<file path="src/rtl/pipe_hazard_ctrl.sv">
// Central stall/flush sequencer for the 5-stage pipeline registers.
// Resolves memwait > mul/div > branch > load-use and counts cycles with pc_en=0.
module pipe_hazard_ctrl #(
    parameter int MUL_LAT = 4,
    parameter int DIV_LAT = 32,
    parameter int CNT_W   = 6,
    parameter int PERF_W  = 32
) (
    input  logic              clk,
    input  logic              rst_n,
    input  logic [4:0]        id_rs,
    input  logic [4:0]        id_rt,
    input  logic              id_uses_rs,
    input  logic              id_uses_rt,
    input  logic              ex_mem_read,
    input  logic [4:0]        ex_dest,
    input  logic              ex_muldiv,
    input  logic              ex_is_div,
    input  logic              ex_branch_taken,
    input  logic              mem_access,
    input  logic              mem_ready,
    output logic              pc_en,
    output logic              if_id_en,
    output logic              id_ex_en,
    output logic              ex_mem_en,
    output logic              mem_wb_en,
    output logic              if_id_flush,
    output logic              id_ex_flush,
    output logic              ex_mem_flush,
    output logic              mem_wb_flush,
    output logic              muldiv_busy,
    output logic              muldiv_done,
    output logic [PERF_W-1:0] stall_cycles
);

    typedef enum logic {IDLE = 1'b0, BUSY = 1'b1} state_t;

    localparam logic [CNT_W-1:0] MUL_L = CNT_W'(MUL_LAT);
    localparam logic [CNT_W-1:0] DIV_L = CNT_W'(DIV_LAT);
    localparam logic [CNT_W-1:0] ONE   = CNT_W'(1);
    localparam logic [CNT_W-1:0] TWO   = CNT_W'(2);

    state_t           state, state_nxt;
    logic [CNT_W-1:0] cnt, cnt_nxt;
    logic [CNT_W-1:0] lat;
    logic             memwait;
    logic             md_start;
    logic             md_stall;
    logic             md_fin;
    logic             load_use;

    assign memwait  = mem_access & ~mem_ready;
    assign lat      = ex_is_div ? DIV_L : MUL_L;
    assign md_start = (state == IDLE) & ex_muldiv & ~memwait;
    // The countdown starts at L-2 so the op holds EX for exactly L non-waiting cycles.
    assign md_stall = (md_start & (lat != ONE)) |
                      ((state == BUSY) & ~memwait & (cnt != '0));
    assign md_fin   = (md_start & (lat == ONE)) |
                      ((state == BUSY) & ~memwait & (cnt == '0));
    assign load_use = ex_mem_read & (ex_dest != 5'd0) &
                      ((id_uses_rs & (id_rs == ex_dest)) |
                       (id_uses_rt & (id_rt == ex_dest)));

    always_ff @(posedge clk) begin
        if (!rst_n) begin
            state        <= IDLE;
            cnt          <= '0;
            stall_cycles <= '0;
        end else begin
            state <= state_nxt;
            cnt   <= cnt_nxt;
            if (!pc_en && (stall_cycles != '1))
                stall_cycles <= stall_cycles + PERF_W'(1);
        end
    end

    always_comb begin
        state_nxt = state;
        cnt_nxt   = cnt;
        if (md_start && (lat != ONE)) begin
            state_nxt = BUSY;
            cnt_nxt   = lat - TWO;
        end else if ((state == BUSY) && !memwait) begin
            if (cnt != '0)
                cnt_nxt = cnt - ONE;
            else
                state_nxt = IDLE;
        end
    end

    always_comb begin
        pc_en        = 1'b1;
        if_id_en     = 1'b1;
        id_ex_en     = 1'b1;
        ex_mem_en    = 1'b1;
        mem_wb_en    = 1'b1;
        if_id_flush  = 1'b0;
        id_ex_flush  = 1'b0;
        ex_mem_flush = 1'b0;
        mem_wb_flush = 1'b0;
        muldiv_busy  = (state == BUSY);
        muldiv_done  = 1'b0;
        if (!rst_n) begin
            if_id_flush  = 1'b1;
            id_ex_flush  = 1'b1;
            ex_mem_flush = 1'b1;
            mem_wb_flush = 1'b1;
            muldiv_busy  = 1'b0;
        end else if (memwait) begin
            pc_en        = 1'b0;
            if_id_en     = 1'b0;
            id_ex_en     = 1'b0;
            ex_mem_en    = 1'b0;
            mem_wb_flush = 1'b1;
        end else begin
            muldiv_done = md_fin;
            if (md_stall) begin
                pc_en        = 1'b0;
                if_id_en     = 1'b0;
                id_ex_en     = 1'b0;
                ex_mem_flush = 1'b1;
            end else if (ex_branch_taken) begin
                // The ID instruction is squashed, so any load-use on it is moot.
                if_id_flush = 1'b1;
                id_ex_flush = 1'b1;
            end else if (load_use) begin
                pc_en       = 1'b0;
                if_id_en    = 1'b0;
                id_ex_flush = 1'b1;
            end
        end
    end

endmodule

</file>
<file path="config.mk">
export PLATFORM = sky130hd
export DESIGN_NAME = pipe_hazard_ctrl
export DESIGN_NICKNAME = d
export VERILOG_FILES = /design/src/rtl/pipe_hazard_ctrl.sv
export SDC_FILE = /design/constraint.sdc
export NUM_CORES = 1
export LEC_CHECK = 0
export ABC_AREA = 1
export ABC_CLOCK_PERIOD_IN_PS = 3600
export CAP_MARGIN = 20
export CORE_MARGIN = 2
export CORE_UTILIZATION = 24
export CTS_CLUSTER_SIZE = 28
export DETAILED_ROUTE_END_ITERATION = 8
export HOLD_SLACK_MARGIN = 0.02
export RECOVER_POWER = 50
export SYNTH_ARGS = -nofsm -noshare
export SYNTH_HDL_FRONTEND = slang
export SYNTH_SLANG_ARGS = --single-unit
</file>
<file path="constraint.sdc">
create_clock -name clk -period 3.6 [get_ports clk]
set_clock_uncertainty 0.1 [all_clocks]
set_input_delay 0.54 -clock clk [delete_from_list [all_inputs] [get_ports clk]]
set_output_delay 0.54 -clock clk [all_outputs]
set_load 0.02 [all_outputs]
</file>
Yosys cells after proc, flatten, opt, wreduce, memory -nomap -nowiden
Index checks and enable logic that the tools add are counted.
{ "word_totals": {"ff_bits": 39, "in_bits": 25, "out_inout_bits": 43, "elab_cells": 76} }
{ "op_classes": {"addsub": 3, "n_eq_ne": 6, "mux": 34, "bitwise": 18, "reduce_logical": 12} }
{ "op_table": {"columns": ["op", "count"], "rows": [
  ["32-bit by 1-bit adder with 32-bit output, second input constant", 1],
  ["32-bit inequality test, second input constant", 1],
  ["1-bit two-way mux", 30],
  ["6-bit two-way mux", 4],
  ["1-bit AND", 12],
  ["5-bit equality test", 2],
  ["6-bit by 1-bit equality test with 1-bit output, second input constant", 1],
  ["6-bit logical NOT", 1],
  ["6-bit by 1-bit inequality test with 1-bit output, second input constant", 1],
  ["6-bit nonzero test", 1],
  ["6-bit by 1-bit subtractor with 6-bit output, second input constant", 1],
  ["6-bit by 2-bit subtractor with 6-bit output, second input constant", 1],
  ["5-bit nonzero test", 1],
  ["2-bit AND reduction", 2],
  ["2-bit nonzero test", 2],
  ["1-bit logical AND", 3],
  ["1-bit NOT", 3],
  ["1-bit OR", 3],
  ["1-bit logical NOT", 2],
  ["2-bit by 1-bit inequality test with 1-bit output, second input constant", 1]
]} }

Logic depth before layout (Yosys ltp)
Gate-level depths: netlist (run 1).
{ "logic_depth": {"ltp_word": 11, "depth_mapped": 12, "ltp_nobuf": 11} }

Worst setup path after synthesis (run 1)
Ideal clock, no wire load.
{ "synth_path": {"path_type": "input to output", "startpoint": "in mem_access", "endpoint": "out pc_en", "arrival_time_ns": 1.913, "t_required_ns": 2.960, "slack_ns": 1.047, "stages": 10, "path_buffers": 2, "cell_sequence": "inv_1 > nor2_4 > inv_2 > nand3_2 > nand2_4 > o21ai_4 > nand2_4 > buf_2 > inv_1 > buf_4"} }
{ "synth_via": {"elab_chain_len": 8, "word_cells_on_any_way": 10, "classes_between": "3 x mux; 7 x bitwise"} }
{ "synth_lines": {"columns": ["item", "line", "rtl"], "rows": [
  ["from (decl)", "20", "input logic mem_access,"],
  ["1-bit AND (*)", "52", "assign memwait = mem_access & ~mem_ready;"],
  ["1-bit NOT", "54, 57", null],
  ["1-bit AND, on equally long branches", "54, 57", null],
  ["1-bit AND, on equally long branches", "56, 57", null],
  ["1-bit OR", "56", "assign md_stall = (md_start & (lat != ONE)) |"],
  ["1-bit two-way mux", null, null],
  ["1-bit two-way mux (*) (2 in series)", null, null],
  ["to (decl)", "22", "output logic pc_en,"]
]} }
Every way passes the cells marked *; elsewhere a longest branch is shown, timed or not.

Worst setup path in the final report (run 1)
{ "layout_path": {"startpoint": "in mem_access", "endpoint": "out id_ex_flush"} }
{ "layout_via": {"elab_chain_len": 8, "word_cells_on_any_way": 10, "classes_between": "3 x mux; 7 x bitwise"} }
{ "layout_lines": {"columns": ["item", "line", "rtl"], "rows": [
  ["1-bit AND (*)", "52", null],
  ["1-bit NOT", "54, 57", null],
  ["1-bit AND, on equally long branches", "54, 57", null],
  ["1-bit AND, on equally long branches", "56, 57", null],
  ["1-bit OR", "56", null],
  ["1-bit two-way mux", "117", "if (md_stall) begin"],
  ["1-bit two-way mux (*)", "109", "end else if (memwait) begin"],
  ["1-bit two-way mux (*)", "103", "if (!rst_n) begin"],
  ["to (decl)", "28", "output logic id_ex_flush,"]
]} }
Marks and branches as above.

==> impl_metrics.py, run 1 <==
metrics = {
    "status": {
        "status": "finished, violations left",
        "violations": "design-rule violations",
    },
    "clock_tree": {
        "cts_setup_buffers": 0,
        "clockRootBuffer": "clkbuf_16",
        "insertion_delay_ps": 290,
        "cts_hold_buf": 0,
        "cts_tree": "yes",
        "numCtsBuffers": 5,
        "clock_sinks": 39,
        "clockBufferDepth": 2,
        "ctsResizeCount": 0,
        "clkTransAtPathRegs_ps": 60,
        "h-tree-depth": 2,
    },
    "detailed_routing": {
        "drt_iter0_markers": 203,
        "wl_per_cell_um": 12.2,
        "wl_mm": 8.28,
        "via_per_inst": 4.60,
        "dr_total_vias": 3127,
        "first_pass_iters": 6,
        "post-route-drc-count": 1,
        "postRouteAntennaNets": 0,
    },
    "grt": {
        "antenna_found_initial": 0,
        "grt_pass1_wl_mm": 14.1,
        "grt_usage_pct": 13.5,
        "grt.overflow.total": 0,
        "grt_pass1_vias": 2948,
        "grt_max_degree": 36,
    },
    "power_and_ir_drop": {
        "internal_power_uw": 868,
        "power_density_mw_per_mm2": 311,
        "switching_share_pct": 26.6,
        "power_uw": 1180,
        "clockPowerShare_pct": 45.0,
        "seqPwrFrac_pct": 38.3,
        "ir_drop_uv": 143,
        "p_sw_uw": 315,
        "pwr-share-comb_pct": 16.7,
        "power_leakage_uw": 0.00157,
    },
    "cells_and_area": {
        "stdcell_count": 680,
        "nFillCells": 1233,
        "final_nets": 564,
        "n_antenna_cell": 0,
        "drive_above_1_share_pct": 5.21,
        "syn_to_final_growth_pct": 33.2,
    },
    "yosys": {
        "synth_edf_count": 0,
        "ys_ff_latch": 39,
        "post-synth-top-count-cell": "nand2_1",
        "mappedNetlistArea_mm2": 0.00286,
        "synthCells": 474,
        "synth_area_leader_cell": "dfxtp_1",
        "synth.top_cell.area_share_pct": 27.3,
        "seq_area_frac_synth_pct": 27.3,
        "ys.flop_type": "dfxtp_1",
        "avgSynthCellArea_um2": 6.03,
        "synth-async-reset-ratio_pct": 0,
        "synth_common_cells": "nand2_1 (153), nor2_1 (54), inv_1 (51)",
        "mappedNetlistNets": 502,
        "synthTopCellsByArea": "dfxtp_1 (27%), nand2_1 (20%), nand3_1 (8.1%)",
        "synth_warnings": 0,
        "synth_cell_types": 31,
    },
    "floorplanning": {
        "rows": 39,
        "fp.dieW_um": 113,
        "core_mm2": 0.0115,
        "die-height_um": 113,
        "dieArea_mm2": 0.0128,
        "ios": 68,
        "initial_utilization_pct": 24.8,
    },
    "worst_setup_path": {
        "crit_fanout": 10,
        "reg2regPathDepth": 11,
        "worstPathRequired_ps": 2960,
        "arrival_ps": 2680,
        "crit_type": "input port to primary output",
        "critPathCaptureType": "primary output",
        "worstSetupStartpointType": "input port",
    },
    "timing": {
        "rsz0062_at_grt": "no",
        "setup_ws_ps": 282,
        "post-route-period-util_pct": 92.2,
        "hold_viol_final": 0,
        "final.setup.tns_ps": 0,
        "clock.fmax_mhz": 301,
        "setup_viol": 0,
        "worstMarginPinSlew_ps": 709,
        "finalMaxSlewViolations": 0,
        "period_needed_ps": 3320,
        "maxSlewHeadroom_pct": 52.8,
    },
    "hold_path": {
        "holdPathStages": 2,
        "hold_path_class": "register to register",
    },
    "placed_design": {
        "gp_congestion": 0.919,
        "pre_cts_ws_ps": 369,
        "dpl.cell_count": 672,
        "hpwl_mm": 6.39,
        "port_buffers": 66,
    },
    "run": {
        "drv_cap": 0,
    },
}
==> metrics by stage <==
step,cell area (um2),util (%),hold WS [ps]
6_report,3810,33.1,409
5_1_grt,3810,33.1,422
4_1_cts,3810,33.1,409
3_5_place_dp,3640,31.6,399
3_3_place_gp,3640,31.6,391
2_1_floorplan,2860,-,379
==> power groups by stage <==
stage                     Sequential, uW  Clock (uW)  Combinational, uW
after global routing                 455         560                218
after detailed placement             463           0                200
final                                454         532                197
after CTS                            453         538                200
after floorplan                      462           0                130
after global placement               462           0                196
==> cells by family (layout without fill, tap and decap cells) <==
kind of cell             after synthesis  count (layout)  share of synthesized area, %
AND/OR/NAND/NOR                      299             299                          47.0
buffers and inverters                 68             131                          10.2
AO/OA/AOI/OAI                         47              47                          8.84
flip-flops                            39              39                          27.3
XOR/XNOR                              17              17                          5.21
adder cells (fa/ha/maj)                3               3                          1.31
other                                  1               1                         0.131
==> area by class of cell <==
cell class                      count  area [um2]  share of cell area [%]
Clock buffer                        6         139                    3.65
Sequential cell                    39         781                    20.5
Inverter                           53         199                    5.22
Multi-Input combinational cell    367        1790                    46.9
Clock inverter                      2        35.0                   0.920
Tap cell                          143         179                    4.70
Timing Repair Buffer               70         688                    18.1
==> cells in the final DEF, fill, tap and decap left out, types with 3 or more instances in the layout <==
cell             count
inv_1               52
nor4_1               4
nand3_1             46
nand2_4              3
nand2_1            153
nand3b_1            10
clkdlybuf4s50_1     33
a21oi_1             35
nand4_1              6
xor2_1              16
nor2_1              54
dlygate4sd3_1       33
ha_1                 3
buf_4                3
clkbuf_16            5
nor3_1              12
nand2_2              3
o21ai_0              7
nor2_4               3
dfxtp_1             39
a31oi_1              3
==> state kept, by name (all words and copies together) (netlist names) <==
name / count
cnt: 6
state: 1
stall_cycles: 32
==> metal layers <==
metal / share of wire, % / global-route usage [%] / vias up / wire length, um
met2: 46 / 21.9 / 60 / 3810
met1: 47 / 16.8 / 1419 / 3860
met3: 6.2 / 4.66 / 8 / 513
met5: 0 / 0 / - / 0
li1: - / - / 1640 / -
met4: 1.2 / 3.90 / 0 / 103
==> worst max-delay path: stages <==
cell and delay, ps:
dlygate4sd3_1 530, inv_1 60, nor2_4 170, inv_1 110, nand3_2 160, nand2_4 110, o21ai_4 180, inv_1 80
a21oi_1 120, clkdlybuf4s50_1 620
==> final timing paths <==
| kind | slack [ps] | start | to |
|---|---|---|---|
| setup / recovery | 280 | mem_access | id_ex_flush |
| hold / removal | 410 | stall_cycles[7] | stall_cycles[7] |
| setup reg to reg | 1020 | cnt[0] | stall_cycles[30] |
| hold reg to reg | 410 | stall_cycles[7] | stall_cycles[7] |
No activity file was read; power rests on OpenSTA's default activity.
==> run 2: changes to the inputs <==
CORE_UTILIZATION = 54   (was 24)
PLACE_DENSITY_LB_ADDON = 0.1   (was not set)
==> run 2 against run 1 <==
Compared with the run above:
- the run now ends clean
- fmax shrank 0.62%
- sequential share of layout area increased by 0.86 points
- hold slack improved by 1.7 ps
- clock-buffer cell count decreased by 1
- sequential power is essentially flat
- core utilization is 39 points higher
- non-clock buffer count unchanged
- global-route usage grew 13 points
==> impl_metrics.py, run 2 (synthesized netlist as in run 1, its figures left out) <==
metrics = {
    "grt": {
        "grt_max_degree": 36,
        "grt.overflow.total": 0,
        "grt_pass1_wl_mm": 13.0,
        "antenna_found_initial": 0,
        "grt_usage_pct": 26.8,
        "grt_pass1_vias": 2827,
    },
    "clock_tree": {
        "cts_tree": "yes",
        "insertion_delay_ps": 300,
        "ctsResizeCount": 0,
        "clock_sinks": 39,
        "clkTransAtPathRegs_ps": 80,
        "clockRootBuffer": "clkbuf_8",
        "cts_setup_buffers": 0,
        "numCtsBuffers": 5,
        "clockBufferDepth": 2,
        "h-tree-depth": 2,
        "cts_hold_buf": 0,
    },
    "worst_setup_path": {
        "arrival_ps": 2700,
        "crit_family": "buffers and inverters",
        "worstPathRequired_ps": 2960,
        "slowest_stage": "clkdlybuf4s50_1",
        "worstSetupStartpointType": "input port",
        "crit_path_frequent_cell": "inv_1",
        "crit_fanout": 10,
        "critPathCaptureType": "primary output",
        "rrSetupSlack_ps": 1000,
        "crit_buf_inv": 5,
        "slowest_delay_ps": 620,
        "crit_type": "input port to primary output",
        "crit_chain": "dlygate4sd3_1, inv_1, nor2_4, inv_1, nand3_2, nand2_4, o21ai_4, inv_1, a21oi_1, clkdlybuf4s50_1",
    },
    "cells_and_area": {
        "largest_reg_flops": 32,
        "syn_to_final_growth_pct": 27.9,
        "stdcell_count": 607,
        "nFillCells": 486,
        "final_nets": 564,
        "n_antenna_cell": 0,
        "drive_above_1_share_pct": 5.21,
        "reg_top3": "stall_cycles: 32 flops, cnt: 6 flops, state: 1 flops",
        "regMostFlops": "stall_cycles",
        "layout_commonest_cell": "nand2_1",
        "final_cell_mix": "nand2_1 (153), nor2_1 (54), inv_1 (52)",
    },
    "floorplanning": {
        "rows": 26,
        "initial_utilization_pct": 56.0,
        "die-height_um": 76.8,
        "dieArea_mm2": 0.00589,
        "ios": 68,
        "core_mm2": 0.00511,
        "fp.dieW_um": 76.8,
    },
    "timing": {
        "finalMaxSlewViolations": 0,
        "timing.hold.ws_ps": 411,
        "final.setup.tns_ps": 0,
        "period_needed_ps": 3340,
        "maxSlewHeadroom_pct": 51.2,
        "worstMarginPinSlew_ps": 732,
        "clock.fmax_mhz": 300,
        "setup_viol": 0,
        "hold_viol_final": 0,
        "rsz0062_at_grt": "no",
        "post-route-period-util_pct": 92.7,
    },
    "placed_design": {
        "gp_congestion": 0.919,
        "dpl.cell_count": 599,
        "port_buffers": 66,
        "hpwl_mm": 5.72,
    },
    "status": {
        "status": "completed",
    },
    "run": {
        "drv_cap": 0,
    },
    "power_and_ir_drop": {
        "power_leakage_uw": 0.00154,
        "ir_drop_uv": 269,
        "power_density_mw_per_mm2": 281,
    },
    "detailed_routing": {
        "drt_iter0_markers": 181,
        "postRouteAntennaNets": 0,
        "dr_total_vias": 3192,
        "wl_mm": 7.62,
        "via_per_inst": 5.26,
        "wl_per_cell_um": 12.6,
        "first_pass_iters": 5,
        "post-route-drc-count": 0,
    },
    "hold_path": {
        "hold_path_class": "register to register",
    },
}
run 2: worst paths after layout:
check	startpoint	end	cells past startpoint
worst min-delay path	stall_cycles[3]	stall_cycles[3]	2
worst min register to register	stall_cycles[3]	stall_cycles[3]	2
worst max register to register	cnt[0]	stall_cycles[7]	11
worst max-delay path	mem_access	id_ex_flush	10
run 2: layer usage:
metal / part of all wire, % / vias to the layer above / global-route usage, %
li1: - / 1637 / -
met1: 46 / 1433 / 36.5
met2: 46 / 111 / 44.5
met3: 6.7 / 11 / 4.12
met4: 1.1 / 0 / 6.55
met5: 0 / - / 0
run 2: final cells by class:
| type | instances | area (um2) | area share, % |
|---|---|---|---|
| sequential | 39 | 781 | 21.4 |
| inverter | 53 | 199 | 5.44 |
| clock buffer | 5 | 68.8 | 1.88 |
| tap | 70 | 87.6 | 2.40 |
| timing repair buffer | 70 | 688 | 18.8 |
| multi-input combinational | 367 | 1790 | 48.9 |
| clock inverter | 3 | 43.8 | 1.20 |
run 2: power by group:
part / leakage (uW) / switching, uW / internal, uW
sequential: 0.000316 / 9.84 / 442
clock: 0.0000581 / 169 / 207
combinational: 0.00116 / 118 / 81.0
total: 0.00154 / 296 / 730
run 2: tightest hold or removal path: stages (launching register included):
cell and delay (ps):
dfxtp_1 340, nand2_1 70, a21oi_1 50
run 2: per-stage QoR:
stage	area [um2]	utilization (%)	total power (uW)	setup slack (ps)
2_1_floorplan	2860	-	592	1050
3_5_place_dp	3550	69.4	661	374
5_1_grt	3660	71.6	1070	136
4_1_cts	3660	71.6	1040	373
6_report	3660	71.6	1030	261
3_3_place_gp	3550	69.4	657	439
==> run 3: changes to the inputs <==
PLACE_DENSITY_LB_ADDON = 0.15   (was 0.1)
SETUP_SLACK_MARGIN = 0.02   (was not set)
==> run 3 against run 2 <==
Compared with the run above:
- die area unchanged
- clock-buffer cell count unchanged
- core utilization down 0.32 points
- flip-flop and latch count unchanged
- hold slack worse by 3.5 ps
- cell area down 0.45%
- fmax up 0.33%
- global-route usage down 0.50 points
- total power down 7.6%
- worst setup slack better by 11 ps
- critical path type unchanged
- critical endpoint unchanged
- largest power group unchanged
==> impl_metrics.py, run 3 (synthesized netlist as in run 1, its figures left out) <==
metrics = {
    "status": {
        "status": "completed",
    },
    "worst_setup_path": {
        "slowest_stage": "clkdlybuf4s50_1",
        "crit_chain": "dlygate4sd3_1, inv_1, nor2_4, inv_1, nand3_2, nand2_4, o21ai_4, inv_1, a21oi_1, clkdlybuf4s50_1",
        "worstReg2RegEnd": "stall_cycles[13]",
        "crit_path_frequent_cell": "inv_1",
        "reg2regPathDepth": 11,
        "worstPathRequired_ps": 2960,
        "r2r_start": "cnt[0]",
        "worstSetupStartpointType": "input port",
        "rrSetupSlack_ps": 1040,
        "arrival_ps": 2690,
        "crit_fanout": 10,
        "critPathCaptureType": "primary output",
        "slowest_delay_ps": 620,
        "crit_type": "input port to primary output",
    },
    "grt": {
        "grt_max_degree": 36,
        "antenna_found_initial": 0,
        "grt_usage_pct": 26.3,
        "grt_pass1_wl_mm": 12.8,
        "grt.overflow.total": 0,
        "grt_pass1_vias": 2811,
    },
    "hold_path": {
        "hold_path_class": "register to register",
        "hp-start": "stall_cycles[3]",
        "holdPathStages": 2,
        "min_to": "stall_cycles[3]",
    },
    "clock_tree": {
        "clockRootBuffer": "clkbuf_8",
        "ctsResizeCount": 0,
        "cts_tree": "yes",
        "insertion_delay_ps": 290,
        "h-tree-depth": 2,
        "clkTransAtPathRegs_ps": 80,
        "cts_setup_buffers": 0,
        "cts_hold_buf": 0,
        "clock_sinks": 39,
        "clockBufferDepth": 2,
        "numCtsBuffers": 5,
    },
    "placed_design": {
        "hpwl_mm": 5.73,
        "gp_congestion": 0.912,
        "port_buffers": 66,
    },
    "floorplanning": {
        "initial_utilization_pct": 56.0,
        "fp.dieW_um": 76.8,
        "rows": 26,
        "dieArea_mm2": 0.00589,
        "die-height_um": 76.8,
        "ios": 68,
        "core_mm2": 0.00511,
    },
    "detailed_routing": {
        "first_pass_iters": 5,
        "post-route-drc-count": 0,
        "drt_iter0_markers": 195,
        "wl_mm": 7.47,
        "via_per_inst": 5.20,
        "dr_total_vias": 3164,
        "postRouteAntennaNets": 0,
        "wl_per_cell_um": 12.3,
    },
    "timing": {
        "clock.fmax_mhz": 301,
        "maxSlewHeadroom_pct": 53.8,
        "period_needed_ps": 3330,
        "worstMarginPinSlew_ps": 694,
        "timing.hold.ws_ps": 408,
        "hold_viol_final": 0,
        "finalMaxSlewViolations": 0,
        "rsz0062_at_grt": "no",
        "post-route-period-util_pct": 92.4,
        "final.setup.tns_ps": 0,
        "setup_viol": 0,
    },
    "cells_and_area": {
        "nFillCells": 477,
        "regMostFlops": "stall_cycles",
        "syn_to_final_growth_pct": 27.3,
        "reg_top3": "stall_cycles: 32 flops, cnt: 6 flops, state: 1 flops",
        "final_cell_mix": "nand2_1 (153), nor2_1 (54), inv_1 (52)",
        "drive_above_1_share_pct": 5.39,
        "largest_reg_flops": 32,
        "final_nets": 565,
        "layout_commonest_cell": "nand2_1",
        "n_antenna_cell": 0,
    },
    "power_and_ir_drop": {
        "power_density_mw_per_mm2": 260,
        "ir_drop_uv": 240,
        "power_leakage_uw": 0.00152,
    },
    "run": {
        "drv_cap": 0,
    },
}
==> run 3: changes by cell type in the layout (fill, tap and decap cells not counted) <==
| cell | delta |
|---|---|
| buf_4 | +1 |
| bufinv_16 | -1 |
| clkinv_4 | -1 |
| clkinvlp_4 | +2 |
==> run 3: stage by stage <==
stage	cell area (um2)	utilization, %	power [uW]	worst slack [ps]	std cells
floorplan	2860	-	592	1050	474
finish	3640	71.3	948	272	608
detailed placement	3550	69.6	662	381	600
global route	3640	71.3	994	116	608
global placement	3550	69.6	657	438	600
CTS	3640	71.3	954	379	608
==> run 3: worst max-delay path by stage <==
stage	start	to	slack, ps	depth (start not counted)
after floorplan	mem_access	pc_en	1050	10
after global placement	mem_access	id_ex_flush	440	10
after detailed placement	mem_access	id_ex_flush	380	10
after CTS	mem_access	id_ex_flush	380	10
after global routing	mem_access	id_ex_flush	120	10
final	mem_access	id_ex_flush	270	10
==> run 3: power breakdown <==
part	switching, uW	internal [uW]
sequential	9.96	442
combinational	116	81.8
clock	163	135
total	289	659
==> run 3: area by class of cell <==
class	instances	area (um2)	area share (%)
timing repair buffer	71	696	19.1
sequential	39	781	21.5
clock buffer	5	68.8	1.89
clock inverter	3	20.0	0.550
multi-input combinational	367	1790	49.1
inverter	53	199	5.47
tap	70	87.6	2.41
==> run 3: metal layers <==
layer	global-route usage, %	vias to the layer above	wire length, um
li1	-	1637	-
met1	35.4	1405	3400
met2	44.2	113	3480
met3	3.29	9	481
met4	7.45	0	112
met5	0	-	0
==> run 3: worst max-delay path, delay by kind of cell <==
family	cells	cell delay, ps
buffers and inverters	5	1390
AND/OR/NAND/NOR	3	430
AO/OA/AOI/OAI	2	310
